`config.mk`:
```
export PLATFORM = sky130hd
export DESIGN_NAME = sad_search_ctrl
export DESIGN_NICKNAME = d
export VERILOG_FILES = /design/src/rtl/sad_pkg.sv /design/src/rtl/sad_min_tracker.sv /design/src/rtl/sad_search_ctrl.sv
export SDC_FILE = /design/constraint.sdc
export NUM_CORES = 1
export LEC_CHECK = 0
export CAP_MARGIN = 20
export CORE_UTILIZATION = 49
export DETAILED_ROUTE_END_ITERATION = 8
export PLACE_DENSITY = 0.82
export SYNTH_ARGS = -nofsm -noshare
export SYNTH_HDL_FRONTEND = slang
export SYNTH_SLANG_ARGS = --single-unit
```
`constraint.sdc`:
```
create_clock -name clk -period 2.1 [get_ports clk]
set_input_delay 0.42 -clock clk [delete_from_list [all_inputs] [get_ports clk]]
set_output_delay 0.42 -clock clk [all_outputs]
set_load 0.005 [all_outputs]
```
`src/rtl/sad_pkg.sv`:
```
// Shared types and constants for the full-search SAD motion-estimation sequencer.
package sad_pkg;

  localparam int unsigned SAD_W  = 12;
  localparam logic [SAD_W-1:0] SAD_MAX = '1;

  // The PE registers its sum once, so the displacement is delayed by this many cycles.
  localparam int unsigned PE_LAT = 1;

  typedef enum logic [1:0] {
    IDLE,
    ISSUE,
    DRAIN,
    DONE
  } state_t;

endpackage

```
`src/rtl/sad_min_tracker.sv`:
```
// Running-minimum tracker: keeps the smallest SAD and its displacement.
module sad_min_tracker #(
  parameter int unsigned SAD_W = 12,
  parameter int unsigned DW    = 4
) (
  input  logic                    clk,
  input  logic                    rst_n,
  input  logic                    init,
  input  logic                    valid,
  input  logic        [SAD_W-1:0] sad,
  input  logic signed [DW-1:0]    dx,
  input  logic signed [DW-1:0]    dy,
  output logic        [SAD_W-1:0] best_sad,
  output logic signed [DW-1:0]    best_dx,
  output logic signed [DW-1:0]    best_dy
);

  logic        [SAD_W-1:0] best_sad_q;
  logic signed [DW-1:0]    best_dx_q;
  logic signed [DW-1:0]    best_dy_q;

  // Strict less-than: ties keep the earlier raster candidate.
  always_ff @(posedge clk) begin
    if (!rst_n || init) begin
      best_sad_q <= '1;
      best_dx_q  <= '0;
      best_dy_q  <= '0;
    end else if (valid && (sad < best_sad_q)) begin
      best_sad_q <= sad;
      best_dx_q  <= dx;
      best_dy_q  <= dy;
    end
  end

  assign best_sad = best_sad_q;
  assign best_dx  = best_dx_q;
  assign best_dy  = best_dy_q;

endmodule

```
`src/rtl/sad_search_ctrl.sv`:
```
// Full-search sequencer: raster-scans a +/-RANGE window, issues candidates to the
// SAD PE and reports the best motion vector with a single-cycle done pulse.
module sad_search_ctrl
  import sad_pkg::*;
#(
  parameter int unsigned RANGE = 4,
  parameter int unsigned DW    = 4,
  parameter int unsigned SAD_W = sad_pkg::SAD_W
) (
  input  logic                    clk,
  input  logic                    rst_n,
  input  logic                    start,
  output logic                    busy,
  output logic                    pe_enable,
  output logic signed [DW-1:0]    cand_dx,
  output logic signed [DW-1:0]    cand_dy,
  input  logic        [SAD_W-1:0] sad_in,
  output logic        [SAD_W-1:0] best_sad,
  output logic signed [DW-1:0]    best_dx,
  output logic signed [DW-1:0]    best_dy,
  output logic                    done
);

  localparam logic signed [DW-1:0] RMAX = DW'(RANGE);
  localparam logic signed [DW-1:0] RMIN = -RMAX;
  localparam logic signed [DW-1:0] ONE  = DW'(1);

  state_t state_q, state_d;

  logic signed [DW-1:0] cand_dx_q, cand_dx_d;
  logic signed [DW-1:0] cand_dy_q, cand_dy_d;
  logic                 busy_q, busy_d;
  logic                 pe_en_q, pe_en_d;
  logic                 done_q, done_d;

  logic                 vld_q    [PE_LAT];
  logic signed [DW-1:0] dx_dly_q [PE_LAT];
  logic signed [DW-1:0] dy_dly_q [PE_LAT];

  logic accept;
  logic last_cand;

  assign accept    = (state_q == IDLE) && start;
  assign last_cand = (cand_dx_q == RMAX) && (cand_dy_q == RMAX);

  always_ff @(posedge clk) begin
    if (!rst_n) begin
      state_q   <= IDLE;
      cand_dx_q <= '0;
      cand_dy_q <= '0;
      busy_q    <= 1'b0;
      pe_en_q   <= 1'b0;
      done_q    <= 1'b0;
    end else begin
      state_q   <= state_d;
      cand_dx_q <= cand_dx_d;
      cand_dy_q <= cand_dy_d;
      busy_q    <= busy_d;
      pe_en_q   <= pe_en_d;
      done_q    <= done_d;
    end
  end

  always_comb begin
    state_d = state_q;
    unique case (state_q)
      IDLE:  if (start)     state_d = ISSUE;
      ISSUE: if (last_cand) state_d = DRAIN;
      DRAIN:                state_d = DONE;
      DONE:                 state_d = IDLE;
      default:              state_d = IDLE;
    endcase
  end

  // Outputs are decoded from the next state and registered, so they line up
  // with the state they describe without any combinational path to the pins.
  always_comb begin
    busy_d  = (state_d != IDLE);
    pe_en_d = (state_d == ISSUE);
    done_d  = (state_d == DONE);
  end

  always_comb begin
    cand_dx_d = cand_dx_q;
    cand_dy_d = cand_dy_q;
    if (accept) begin
      cand_dx_d = RMIN;
      cand_dy_d = RMIN;
    end else if ((state_q == ISSUE) && !last_cand) begin
      if (cand_dx_q == RMAX) begin
        cand_dx_d = RMIN;
        cand_dy_d = cand_dy_q + ONE;
      end else begin
        cand_dx_d = cand_dx_q + ONE;
      end
    end
  end

  // Displacement travels alongside the PE pipeline so it meets its SAD.
  always_ff @(posedge clk) begin
    if (!rst_n) begin
      for (int unsigned i = 0; i < PE_LAT; i++) begin
        vld_q[i]    <= 1'b0;
        dx_dly_q[i] <= '0;
        dy_dly_q[i] <= '0;
      end
    end else begin
      vld_q[0]    <= pe_en_q;
      dx_dly_q[0] <= cand_dx_q;
      dy_dly_q[0] <= cand_dy_q;
      for (int unsigned i = 1; i < PE_LAT; i++) begin
        vld_q[i]    <= vld_q[i-1];
        dx_dly_q[i] <= dx_dly_q[i-1];
        dy_dly_q[i] <= dy_dly_q[i-1];
      end
    end
  end

  sad_min_tracker #(
    .SAD_W (SAD_W),
    .DW    (DW)
  ) u_tracker (
    .clk      (clk),
    .rst_n    (rst_n),
    .init     (accept),
    .valid    (vld_q[PE_LAT-1]),
    .sad      (sad_in),
    .dx       (dx_dly_q[PE_LAT-1]),
    .dy       (dy_dly_q[PE_LAT-1]),
    .best_sad (best_sad),
    .best_dx  (best_dx),
    .best_dy  (best_dy)
  );

  assign busy      = busy_q;
  assign pe_enable = pe_en_q;
  assign done      = done_q;
  assign cand_dx   = cand_dx_q;
  assign cand_dy   = cand_dy_q;

endmodule
```
# == After elaboration in Yosys (flattened, before gate mapping) ==
# Memories as Yosys holds them, arrays and structs flattened. A register that Yosys moved wholly into a read port is not among the register bits.
# Cells that the tools add are included.
# classes
multipliers,0
n_addsub,2
magnitude_cmp,1
reduce_logical,17
bitwise_logic,1
n_mux,17
n_shift,0
eq_ne,7
div,0
# op_table
cell,n
$mux W4,8
$lt A12 B12 Y1,1
$add A4 B2 Y4 const B,2
$eq A4 B4 Y1 const B,2
$pmux W2 S4,1
$reduce_or A4 Y1,2
$eq A2 B2 Y1 const B,3
$mux W1,6
$reduce_bool A2 Y1,3
$eq A2 B1 Y1 const B,2
$logic_and A1 B1 Y1,4
$mux W2,2
$reduce_and A2 Y1,2
$logic_not A1 Y1,2
$logic_not A2 Y1,1
$reduce_or A2 Y1,1
$logic_or A1 B1 Y1,1
$not A1 Y1,1
$reduce_or A1 Y1,1
# word_totals
regBits,25
latch_bits,0
rom_bits,0
out_inout_bits,31
wordCells,57
ram_bits,9
memories,3
# memory_table
memory,words,width,read_ports,rd_ports_with_merged_regs,wr,line_no,source
dx_dly_q,1,4,1,1,1,sad_search_ctrl.sv:37,logic signed [DW-1:0] dx_dly_q [PE_LAT];
dy_dly_q,1,4,1,1,1,sad_search_ctrl.sv:38,logic signed [DW-1:0] dy_dly_q [PE_LAT];
vld_q,1,1,1,0,1,sad_search_ctrl.sv:36,logic vld_q [PE_LAT];

# == Longest topological paths before layout ==
# Gate-level depths: netlist of run 1.
# depth
word_depth,6
ltp_mapped,8

# == Modules after synthesis ==
# Synthesis of run 1 repeated with hierarchy kept, for this count alone.
# hier_totals
cells_unflattened,217
area_unflattened_um2,1979.4
# by_module_without_submodules
mod,area_per_inst_um2,instances,seq_area_each_um2,cells_each
sad_min_tracker,1087.3,1,400.4,127
sad_search_ctrl,892.1,1,440.4,90

# == Worst setup path before layout of run 1 ==
# Ideal clock, no wire load.
# synth_path
path_type,input port to flip-flop
startpoint,in sad_in[7]
endpoint,reg u_tracker.best_dx_q[0] (netlist: u_tracker.best_dx[0]) (read register of dx_dly_q)
required_time_ns,2.028
n_path_buf,1
path_slack_ns,0.311
stages,7
setup_time_ns,0.072
arrival_time_ns,1.717
cell_sequence,ha_1 a21oi_1 o21ai_0 and2_1 a311oi_2 buf_6 mux2i_1
# synth_via
elab_chain_len,2
# synth_rtl
item,line_no,source
start: declaration,sad_search_ctrl.sv:17,"input logic [SAD_W-1:0] sad_in,"
$lt A12 B12 Y1,sad_min_tracker.sv:28,end else if (valid && (sad < best_sad_q)) begin
$logic_and A1 B1 Y1,sad_min_tracker.sv:28,
end: declaration,sad_min_tracker.sv:19,logic signed [DW-1:0] best_dx_q;
# No other way between the ends.
# A chain may end at the register's enable or synchronous reset.

# == Final worst setup path of run 1 ==
# layout_path
startpoint,in sad_in[3]
endpoint,reg u_tracker.best_sad_q[9] (netlist: u_tracker.best_sad[9])
# layout_via
elab_chain_len,2
# layout_rtl
item,line_no,source
$lt A12 B12 Y1,sad_min_tracker.sv:28,
$logic_and A1 B1 Y1,sad_min_tracker.sv:28,
end signal: assignment,sad_min_tracker.sv:25,best_sad_q <= '1;
end signal: assignment,sad_min_tracker.sv:29,best_sad_q <= sad;
end: declaration,sad_min_tracker.sv:18,logic [SAD_W-1:0] best_sad_q;
# No other way between the ends.

==> results by group, run 1 <==
Floorplanning
  • Starting Density: a little over half
  • Core Footprint: 3770 µm²
  • Die H: 65.6 µm
  • Die width: 65.6 µm
  • Row cnt: 22
  • I/O pins: 46
  • Die area: 4310 µm²

Timing
  • Worst slew pin tran: slightly below 0.5 ns
  • Post-layout minimum cycle time: just over 2 ns
  • Worst rel slew slack: roughly two thirds
  • Final Hold Fails: 0
  • Worst hold margin: 0.444 ns
  • Final setup margin: between 0.04 and 0.05 ns
  • Final setup vio count: 0
  • Fin Clk Skew: 0.00425 ns
  • Fin crit share: 97.7%
  • Setup_tns: 0 ns
  • Max Fclk: 487 MHz
  • Final-report max-slew violation count: 0

Logic synthesis
  • Ys flop type: dfxtp_1
  • Distinct cells, synth: 35
  • Synth Area per Inst: 9.19 µm²
  • Asr flop ratio synth: 0%
  • Main combinational cell family by area after synthesis: simple AND/OR/NAND/NOR gates
  • Compound-Gate Fraction of Synth Area: 6.75%
  • Mapped cell area: 1980 µm²
  • Synth warnings: 0
  • Syn_nets: 246
  • Register area share after synthesis: 42.4%
  • Post-Syn Instances: ~220
  • Synth Area in Adders: 9.46%
  • Post-Synth Simple-Gate Area: a little over a fifth
  • EDFF count, synth: 0
  • Xor-xnor portion of the synthesized cell area: 1.32%
  • #FFs+latches synth: 42
  • Proportion of synthesized area in mux cells: 11.1%

Finish
  • Area Growth Syn to Fin: 36.3%
  • Share of post-route cells with drive strength above 1: 11.4%
  • Most common cell after layout, fill and taps aside: clkdlybuf4s50_1
  • Commonest non-fill, non-tap cells in the layout: clkdlybuf4s50_1, dfxtp_1, nor2_1
  • Number of inserted diodes: 0
  • Finished Cell Area: 2700 µm²
  • Layout Nets: 300
  • Final design utilization: 71.7%

Clocking
  • CTS Root Cell: clkbuf_8
  • CTS tree: yes
  • Total CTS buffers: 5
  • Clock buffer depth: 2
  • Clk slew on worst S/H paths: ~0.080 ns
  • Clock latency on the worst-skew pair: approximately 0.30 ns
  • Clk sink count: 42
  • H-tree depth: 2
  • Hold buffer count at CTS: 0
  • Setup bufs post-CTS: 0

Power
  • P_leak: 1.14 nW
  • Maximum VDD drop: 0.454 mV
  • PD cells: 645 nW/µm²

Global route
  • Largest net degree at the start of global routing: 29
  • Vias in the first global route: 1363
  • First-pass GRT wire length: 6.11 mm
  • Total gr overflow: 0
  • Total track usage: 18.7%
  • Initial antenna violation count: 0

Worst setup path
  • Critical path type: input pin to flip-flop
  • Reg2reg end: u_tracker.best_sad[9]
  • Crit. End Element: flip-flop
  • Worst path required time: 2.33 ns
  • Register-to-Register Path Depth: 7
  • R2R Path Start: u_tracker.best_sad[3]
  • Worst R2R Setup Slack: 0.22 ns
  • CP max FO: 8
  • Crit path DAT: between 2 and 2.5 ns
  • Startpoint Class: input pin

Routing
  • Via count: roughly 1500
  • Wl on met1: 1.86 mm
  • Top Metal Used: met4
  • Wire per inst: 11.7 µm
  • Wire length on met2: about 1.7 mm
  • DRT iter0 DRCs: 74
  • DRC: 0
  • DRT antenna net count: 0
  • Drt first pass iters: 2
  • Wire length on met3: 149 µm
  • Drt total wl: 3.73 mm
  • Vias/cell: about 4.8

Place
  • RD Place Congestion: 0.783
  • Setup Slack @ Placement: -0.345 ns
  • DP HPWL: about 2.6 mm
  • IO Port Bufs: between 40 and 50
  • DP Area: 2510 µm²

Worst hold path
  • WHS Path Cells: 2
  • Worst min-delay path startpoint: dx_dly_q[0][3]
  • Hold Path End: u_tracker.best_dx[3]
  • Class of the worst hold path: flip-flop to flip-flop

Run status
  • Status: finished clean

Flow run
  • Max Cap Viol: 0
metrics by stage:
step / instances / power, W
floorplan: 216 / 0.00100
global placement: 310 / 0.00110
detailed placement: 310 / 0.00111
CTS: 318 / 0.00174
global route: 319 / 0.00182
finish: 319 / 0.00174
where the power goes:
group | internal, W | leakage (nW) | switching [W]
Combinational | 0.000139 | 0.745 | 0.000115
Clock | 0.000353 | 0.0504 | 0.000285
Sequential | 0.000825 | 0.343 | 0.0000242
repair_timing:
action | in CTS | in global routing
pin swaps | 0 | 5
endpoints found under the setup margin | 6 | 20
resized for setup | 1 | 12
cloned | 0 | 1
layout make-up:
type	instances	area [µm²]
clock buffer	5	68.8
clock inverter	3	45.0
fill	276	1070
inverter	16	60.1
multi-input combinational	149	1070
sequential	42	841
tap	48	60.1
timing repair buffer	56	557
critical path, cell delays in order:
cell,delay [ns]
clkdlybuf4s50_1,0.43
ha_1,0.32
a21oi_1,0.14
o21ai_1,0.13
a311oi_4,0.43
buf_6,0.22
mux2i_1,0.19
sequential cells by signal, indices dropped and copies added, names as in the netlist, 2 cells and up:
name,cells
state_q,2
u_tracker.best_dx,4
dx_dly_q,4
cand_dx,4
u_tracker.best_dy,4
dy_dly_q,4
u_tracker.best_sad,12
cand_dy,4
synthesized netlist by cell type (all sizes together), types with 3 or more instances:
cell | number | area [µm²]
o21ai | 4 | 20.0
nor2 | 33 | 124
inv | 16 | 60.1
mux2i | 22 | 220
a21boi | 3 | 22.5
buf | 7 | 72.6
dfxtp | 42 | 841
ha | 15 | 188
a21oi | 8 | 40.0
and2 | 14 | 87.6
nand2 | 24 | 92.6
worst max-delay path by stage:
stage	from	end	slack, ns	depth (start not counted)
after floorplan	sad_in[7]	u_tracker.best_dx[0]	0.31	7
after global placement	sad_in[7]	u_tracker.best_dy[2]	-0.26	8
after detailed placement	sad_in[5]	u_tracker.best_sad[10]	-0.35	8
after CTS	sad_in[5]	u_tracker.best_sad[10]	0.01	8
after global routing	sad_in[11]	u_tracker.best_sad[6]	-0.004	8
final	sad_in[3]	u_tracker.best_sad[9]	0.05	7
routing by layer:
metal / vias to the layer above / global-route usage (%)
met5: - / 0
met4: 0 / 7.34
met3: 6 / 5.73
met2: 27 / 29.3
met1: 684 / 23.8
li1: 820 / -
cells by family after synthesis:
group	count (synthesis)
adder cells (fa/ha/maj)	15
AO/OA/AOI/OAI	21
AND/OR/NAND/NOR	88
flip-flops	42
buffers and inverters	25
XOR/XNOR	3
multiplexers	22
Power figures use the tool's default switching activity.
==> run 2: changes to the inputs <==
--- a/config.mk
+++ b/config.mk
@@ -6,9 +6,10 @@
 export NUM_CORES = 1
 export LEC_CHECK = 0
 export CAP_MARGIN = 20
-export CORE_UTILIZATION = 49
+export CORE_UTILIZATION = 40
 export DETAILED_ROUTE_END_ITERATION = 8
-export PLACE_DENSITY = 0.82
+export GPL_ROUTABILITY_DRIVEN = 0
+export PLACE_DENSITY = 0.69
 export SYNTH_ARGS = -nofsm -noshare
 export SYNTH_HDL_FRONTEND = slang
 export SYNTH_SLANG_ARGS = --single-unit
==> results by group, run 2 (synthesized netlist as in run 1, its figures left out) <==
Worst setup path
  • Reg2reg end: u_tracker.best_sad[6]
  • Crit. End Element: flip-flop
  • Critical path type: input pin to flip-flop
  • Worst path required time: 2.33 ns (about the same)
  • Crit path DAT: 2.26 ns (-0.02 ns)
  • CP max FO: 6 (-2)
  • Startpoint Class: input pin
  • R2R Path Start: u_tracker.best_sad[5]
  • Register-to-Register Path Depth: 9 (+2)
  • Worst R2R Setup Slack: 0.26 ns (+0.04 ns)

Routing
  • DRT iter0 DRCs: 67 (-9.5%)
  • Top Metal Used: met4
  • Wire per inst: 11.0 µm (-5.5%)
  • Wl on met1: 1.94 mm (+4.7%)
  • Wire length on met2: 1.70 mm (+2.2%)
  • Vias/cell: 4.47 (-7.3%)
  • DRT antenna net count: 0 (unchanged)
  • Via count: 1550 (+0.85%)
  • Wire length on met3: 128 µm (-14%)
  • Drt total wl: 3.83 mm (+2.8%)
  • DRC: 0 (unchanged)
  • Drt first pass iters: 4 (+2)

Power
  • PD cells: 671 nW/µm² (+4.2%)
  • Clock power share: 40.9% (+4.3 points)
  • P_leak: 1.21 nW (+6.4%)
  • Sequential power share: 45.0% (-3.8 points)
  • Tot Pwr: 0.00189 W (+8.6%)
  • Internal cell power: 0.00145 W (+10%)
  • Switching portion of total power: 23.1% (-1.3 points)
  • Maximum VDD drop: 0.275 mV (-39%)
  • Combinational power share: 14.2% (-0.4 points)
  • Psw: 0.000437 W (+2.9%)

Floorplanning
  • Core Footprint: 4750 µm² (+26%)
  • Die H: 72.4 µm (+10%)
  • Die area: 5250 µm² (+22%)
  • I/O pins: 46 (unchanged)
  • Die width: 72.4 µm (+10%)
  • Starting Density: 41.7% (-11 points)
  • Row cnt: 25 (+14%)

Global route
  • Initial antenna violation count: 0 (unchanged)
  • First-pass GRT wire length: 6.20 mm (+1.4%)
  • Total gr overflow: 0 (unchanged)
  • Vias in the first global route: 1367 (+0.29%)
  • Largest net degree at the start of global routing: 29 (unchanged)
  • Total track usage: 15.3% (-3.5 points)

Worst hold path
  • Class of the worst hold path: flip-flop to flip-flop
  • Worst min-delay path startpoint: dx_dly_q[0][1]
  • Hold Path End: u_tracker.best_dx[1]
  • WHS Path Cells: 2 (unchanged)

Place
  • Setup Slack @ Placement: -0.280 ns (+0.0649 ns)
  • IO Port Bufs: 45 (unchanged)
  • DP HPWL: 2.72 mm (+5.0%)
  • DP Area: 2600 µm² (+3.5%)

Timing
  • Final Hold Fails: 0 (unchanged)
  • Fin Clk Skew: 0.00894 ns (+0.00469 ns)
  • Worst slew pin tran: 0.490 ns (+0.00437 ns)
  • Final-report max-slew violation count: 0 (unchanged)
  • Worst rel slew slack: 67.3% (-0.29 points)
  • Final setup vio count: 0 (unchanged)
  • Max Fclk: 493 MHz (+1.1%)
  • Post-layout minimum cycle time: 2.03 ns (-0.0223 ns)
  • Fin crit share: 96.7% (-1.1 points)
  • Final setup margin: 0.0702 ns (+0.0223 ns)

Finish
  • Number of inserted diodes: 0 (unchanged)
  • Max FFs per register: 12 (unchanged)
  • Finished Cell Area: 2820 µm² (+4.2%)
  • Filler Cell Count: 445 (+61%)
  • Most common cell after layout, fill and taps aside: clkdlybuf4s50_1
  • Layout Nets: 309 (+3.0%)
  • Commonest non-fill, non-tap cells in the layout: clkdlybuf4s50_1, dfxtp_1, nor2_1
  • Area Growth Syn to Fin: 42.0%
  • Share of post-route cells with drive strength above 1: 13.6% (+2.1 points)

Clocking
  • CTS tree: yes
  • Clock buffer depth: 2 (unchanged)
  • Clk slew on worst S/H paths: 0.09 ns (about the same)
  • Clock latency on the worst-skew pair: 0.30 ns (about the same)
  • Clk sink count: 42 (unchanged)
  • CTS Root Cell: clkbuf_8
  • H-tree depth: 2 (unchanged)
  • Total CTS buffers: 5 (unchanged)

Flow run
  • Max Cap Viol: 0 (unchanged)

Run status
  • Status: finished clean
run 2: changes by cell type in the layout (fill, tap and decap cells not counted), sizes merged:
cell / change
clkinvlp: -2
clkbuf: +1
buf: +8
bufinv: +1
clkinv: +1
run 2: power by group through the flow:
stage               logic [W]  clock network, W  registers (W)
global route         0.000295          0.000821       0.000855
CTS                  0.000256          0.000790       0.000850
global placement     0.000251                 0       0.000869
finish               0.000268          0.000773       0.000851
floorplan            0.000137                 0       0.000866
detailed placement   0.000253                 0       0.000869
run 2: area by class of cell:
type	count	area, µm²	area share [%]
Clock buffer	5	68.8	2.44
Sequential cell	42	841	29.8
Tap cell	67	83.8	2.98
Multi-Input combinational cell	149	1050	37.2
Inverter	16	60.1	2.13
Timing Repair Buffer	65	647	23.0
Clock inverter	3	68.8	2.44
run 2: worst max-delay path: stages:
cell,delay (ns)
clkdlybuf4s50_1,0.44
ha_1,0.33
a21oi_2,0.15
o2111ai_2,0.14
a311oi_4,0.29
buf_4,0.18
buf_6,0.13
mux2i_1,0.17
run 2: worst max-delay path by stage:
stage | from | endpoint | slack [ns] | depth (start not counted)
after CTS | sad_in[7] | u_tracker.best_sad[8] | 0.02 | 8
after global placement | sad_in[7] | u_tracker.best_sad[6] | -0.24 | 8
after floorplan | sad_in[7] | u_tracker.best_dx[0] | 0.31 | 7
after detailed placement | sad_in[7] | u_tracker.best_sad[5] | -0.28 | 8
final | sad_in[9] | u_tracker.best_sad[6] | 0.07 | 8
after global routing | sad_in[1] | u_tracker.best_dy[1] | -0.009 | 8
run 2: layer usage:
layer | GRT usage [%] | vias up
met5 | 0 | -
met4 | 6.54 | 0
met3 | 4.31 | 6
met2 | 22.4 | 25
met1 | 20.9 | 682
li1 | - | 837
run 2: metrics by stage:
stage,std cells,util [%],TNS (ns),hold WS [ns]
after global placement,336,54.7,-4.54,0.429
after floorplan,216,-,0,0.423
after global routing,347,59.3,-0.00929,0.461
final,347,59.3,0,0.446
after CTS,344,57.6,0,0.448
after detailed placement,336,54.7,-5.21,0.435
run 2: what timing repair did:
item	4_1_cts	5_1_grt
hold buffers	0	0
buffers inserted	0	2
endpoints found under the hold margin	0	0
setup endpoints to repair	0	20
resized for setup	0	7
==> run 3: changes to the inputs <==
==> constraint.sdc (replaced) <==
create_clock -name clk -period 2.1 [get_ports clk]
set_input_delay 0.42 -clock clk [delete_from_list [all_inputs] [get_ports clk]]
set_output_delay 0.42 -clock clk [all_outputs]
set_load 0.1 [all_outputs]
==> results by group, run 3 (synthesized netlist as in run 1, its figures left out) <==
Clocking
  • Clk sink count: 42 (unchanged)
  • Clock buffer depth: 2 (unchanged)
  • Clk slew on worst S/H paths: 0.08 ns (about the same)
  • H-tree depth: 2 (unchanged)
  • Total CTS buffers: 5 (unchanged)
  • CTS Root Cell: clkbuf_8
  • CTS tree: yes
  • Clock latency on the worst-skew pair: 0.29 ns (about the same)
  • Hold buffer count at CTS: 0 (unchanged)

Place
  • DP HPWL: 2.72 mm (about the same)
  • DP Area: 2500 µm² (-4.0%)
  • IO Port Bufs: 45 (unchanged)

Flow run
  • Max Cap Viol: 0 (unchanged)

Finish
  • Area Growth Syn to Fin: 35.9%
  • Number of inserted diodes: 0 (unchanged)
  • Multi-input combinational cell area: 1070 µm² (+2.3%)
  • Sequential Area: 866 µm² (+3.0%)
  • Filler Cell Count: 449 (+0.90%)
  • Final design utilization: 56.7% (-2.6 points)
  • Share of post-route cells with drive strength above 1: 28.7% (+15 points)
  • Max FFs per register: 12 (unchanged)
  • Layout Nets: 301 (-2.6%)
  • Most common cell after layout, fill and taps aside: buf_4
  • Commonest non-fill, non-tap cells in the layout: buf_4, nor2_1, dfxtp_1
  • Finished Cell Area: 2700 µm² (-4.3%)

Global route
  • Total gr overflow: 0 (unchanged)
  • Initial antenna violation count: 0 (unchanged)
  • Total track usage: 14.7% (-0.61 points)
  • First-pass GRT wire length: 5.89 mm (-5.0%)
  • Vias in the first global route: 1374 (+0.51%)
  • Largest net degree at the start of global routing: 25 (-14%)

Floorplanning
  • Die area: 5250 µm² (unchanged)
  • Core Footprint: 4750 µm² (unchanged)
  • Die H: 72.4 µm (unchanged)
  • Starting Density: 41.7% (unchanged)
  • I/O pins: 46 (unchanged)
  • Row cnt: 25 (unchanged)
  • Die width: 72.4 µm (unchanged)

Worst setup path
  • Delay-heaviest family, CP: buffers and inverters
  • R2R Path Start: u_tracker.best_sad[3]
  • Startpoint Class: input pin
  • Crit path DAT: 2.25 ns (about the same)
  • Critical path type: input pin to flip-flop
  • Crit path depth: 8 (unchanged)
  • Worst R2R Setup Slack: 0.28 ns (+0.02 ns)
  • Worst-path cell chain: clkdlybuf4s50_1, ha_1, a21oi_1, o21ai_2, a311oi_4, buf_6, clkbuf_16, mux2i_1
  • Critical path's slowest cell: clkdlybuf4s50_1
  • Register-to-Register Path Depth: 8 (-1)
  • CP max FO: 7 (+1)
  • Crit. End Element: flip-flop
  • Crit path capture: u_tracker.best_sad[5]
  • Worst path required time: 2.32 ns (about the same)
  • Crit path largest cell delay: 0.43 ns (about the same)
  • Critical path launch point: sad_in[3]
  • Reg2reg end: u_tracker.best_sad[5]
  • Worst path bufs/invs: 3 (unchanged)

Timing
  • Final Hold Fails: 0 (unchanged)
  • Final setup vio count: 0 (unchanged)
  • Max Fclk: 493 MHz (about the same)
  • Fin crit share: 96.7% (about the same)
  • Fin Clk Skew: 0.00765 ns (-0.00129 ns)
  • Final-report max-slew violation count: 0 (unchanged)
  • Worst hold margin: 0.444 ns (-0.00168 ns)
  • Setup_tns: 0 ns (unchanged)
  • Post-layout minimum cycle time: 2.03 ns (+0.000507 ns)
  • Worst rel slew slack: 65.2% (-2.1 points)
  • Worst slew pin tran: 0.523 ns (+0.0322 ns)

Routing
  • DRT iter0 DRCs: 38 (-43%)
  • Drt total wl: 3.80 mm (-0.89%)
  • DRC: 0 (unchanged)
  • DRT antenna net count: 0 (unchanged)
  • Drt first pass iters: 4 (unchanged)
  • Via count: 1561 (+0.71%)
  • Vias/cell: 4.60 (+3.1%)
  • Wire per inst: 11.2 µm (+1.5%)

Power
  • PD cells: 676 nW/µm² (+0.74%)
  • Psw: 0.000553 W (+27%)
  • Internal cell power: 0.00127 W (-13%)
  • Combinational power share: 21.8% (+7.6 points)
  • Maximum VDD drop: 0.449 mV (+63%)
  • Switching portion of total power: 30.3% (+7.2 points)
  • Sequential power share: 46.7% (+1.7 points)
  • Tot Pwr: 0.00182 W (-3.6%)
  • P_leak: 1.18 nW (-2.6%)
  • Clock power share: 31.5% (-9.4 points)

Run status
  • Status: finished clean

Worst hold path
  • Class of the worst hold path: flip-flop to flip-flop
-- run 3: area by class of cell --
class                      count  area share [%]
clock buffer                   7            3.62
timing repair buffer          57            18.9
clock inverter                 1           0.278
multi-input combinational    149            39.8
tap                           67            3.11
sequential                    42            32.1
inverter                      16            2.23
-- run 3: power by group through the flow --
| stage | clock network (W) | logic [W] | registers [W] |
|---|---|---|---|
| 3_3_place_gp | 0 | 0.000376 | 0.000870 |
| 3_5_place_dp | 0 | 0.000379 | 0.000870 |
| 5_1_grt | 0.000631 | 0.000424 | 0.000856 |
| 6_report | 0.000574 | 0.000398 | 0.000852 |
| 4_1_cts | 0.000600 | 0.000381 | 0.000852 |
| 2_1_floorplan | 0 | 0.000137 | 0.00101 |
-- run 3: worst min-delay path by stage --
stage              startpoint  slack (ns)  cells past startpoint              endpoint
3_5_place_dp   dy_dly_q[0][2]        0.43                      2  u_tracker.best_dy[2]
4_1_cts        dx_dly_q[0][1]        0.44                      2  u_tracker.best_dx[1]
6_report       dx_dly_q[0][1]        0.44                      2  u_tracker.best_dx[1]
2_1_floorplan  dx_dly_q[0][0]        0.42                      2  u_tracker.best_dx[0]
3_3_place_gp   dx_dly_q[0][2]        0.43                      2  u_tracker.best_dx[2]
5_1_grt        dy_dly_q[0][2]        0.47                      2  u_tracker.best_dy[2]
-- run 3: worst min-delay path, cell delays in order (launching register included) --
cell and delay, ns:
dfxtp_1 0.30, nand2_1 0.05, mux2i_1 0.06
-- run 3: what timing repair did --
action | CTS | global route
gates resized for setup | 0 | 10
setup endpoints to repair | 0 | 20
setup buffers | 0 | 1
hold endpoints to repair | 0 | 0
-- run 3: stage by stage --
stage / worst slack [ns] / instances
finish: 0.0697 / 339
global route: -0.00983 / 339
CTS: 0.0149 / 337
detailed placement: -0.307 / 329
global placement: -0.226 / 329
floorplan: 0.00804 / 216
-- run 3: per-layer routing --
layer	track usage (%)	wire length, µm
met5	0	0
met4	5.88	54
met3	4.31	176
met2	24.6	1760
met1	17.5	1810
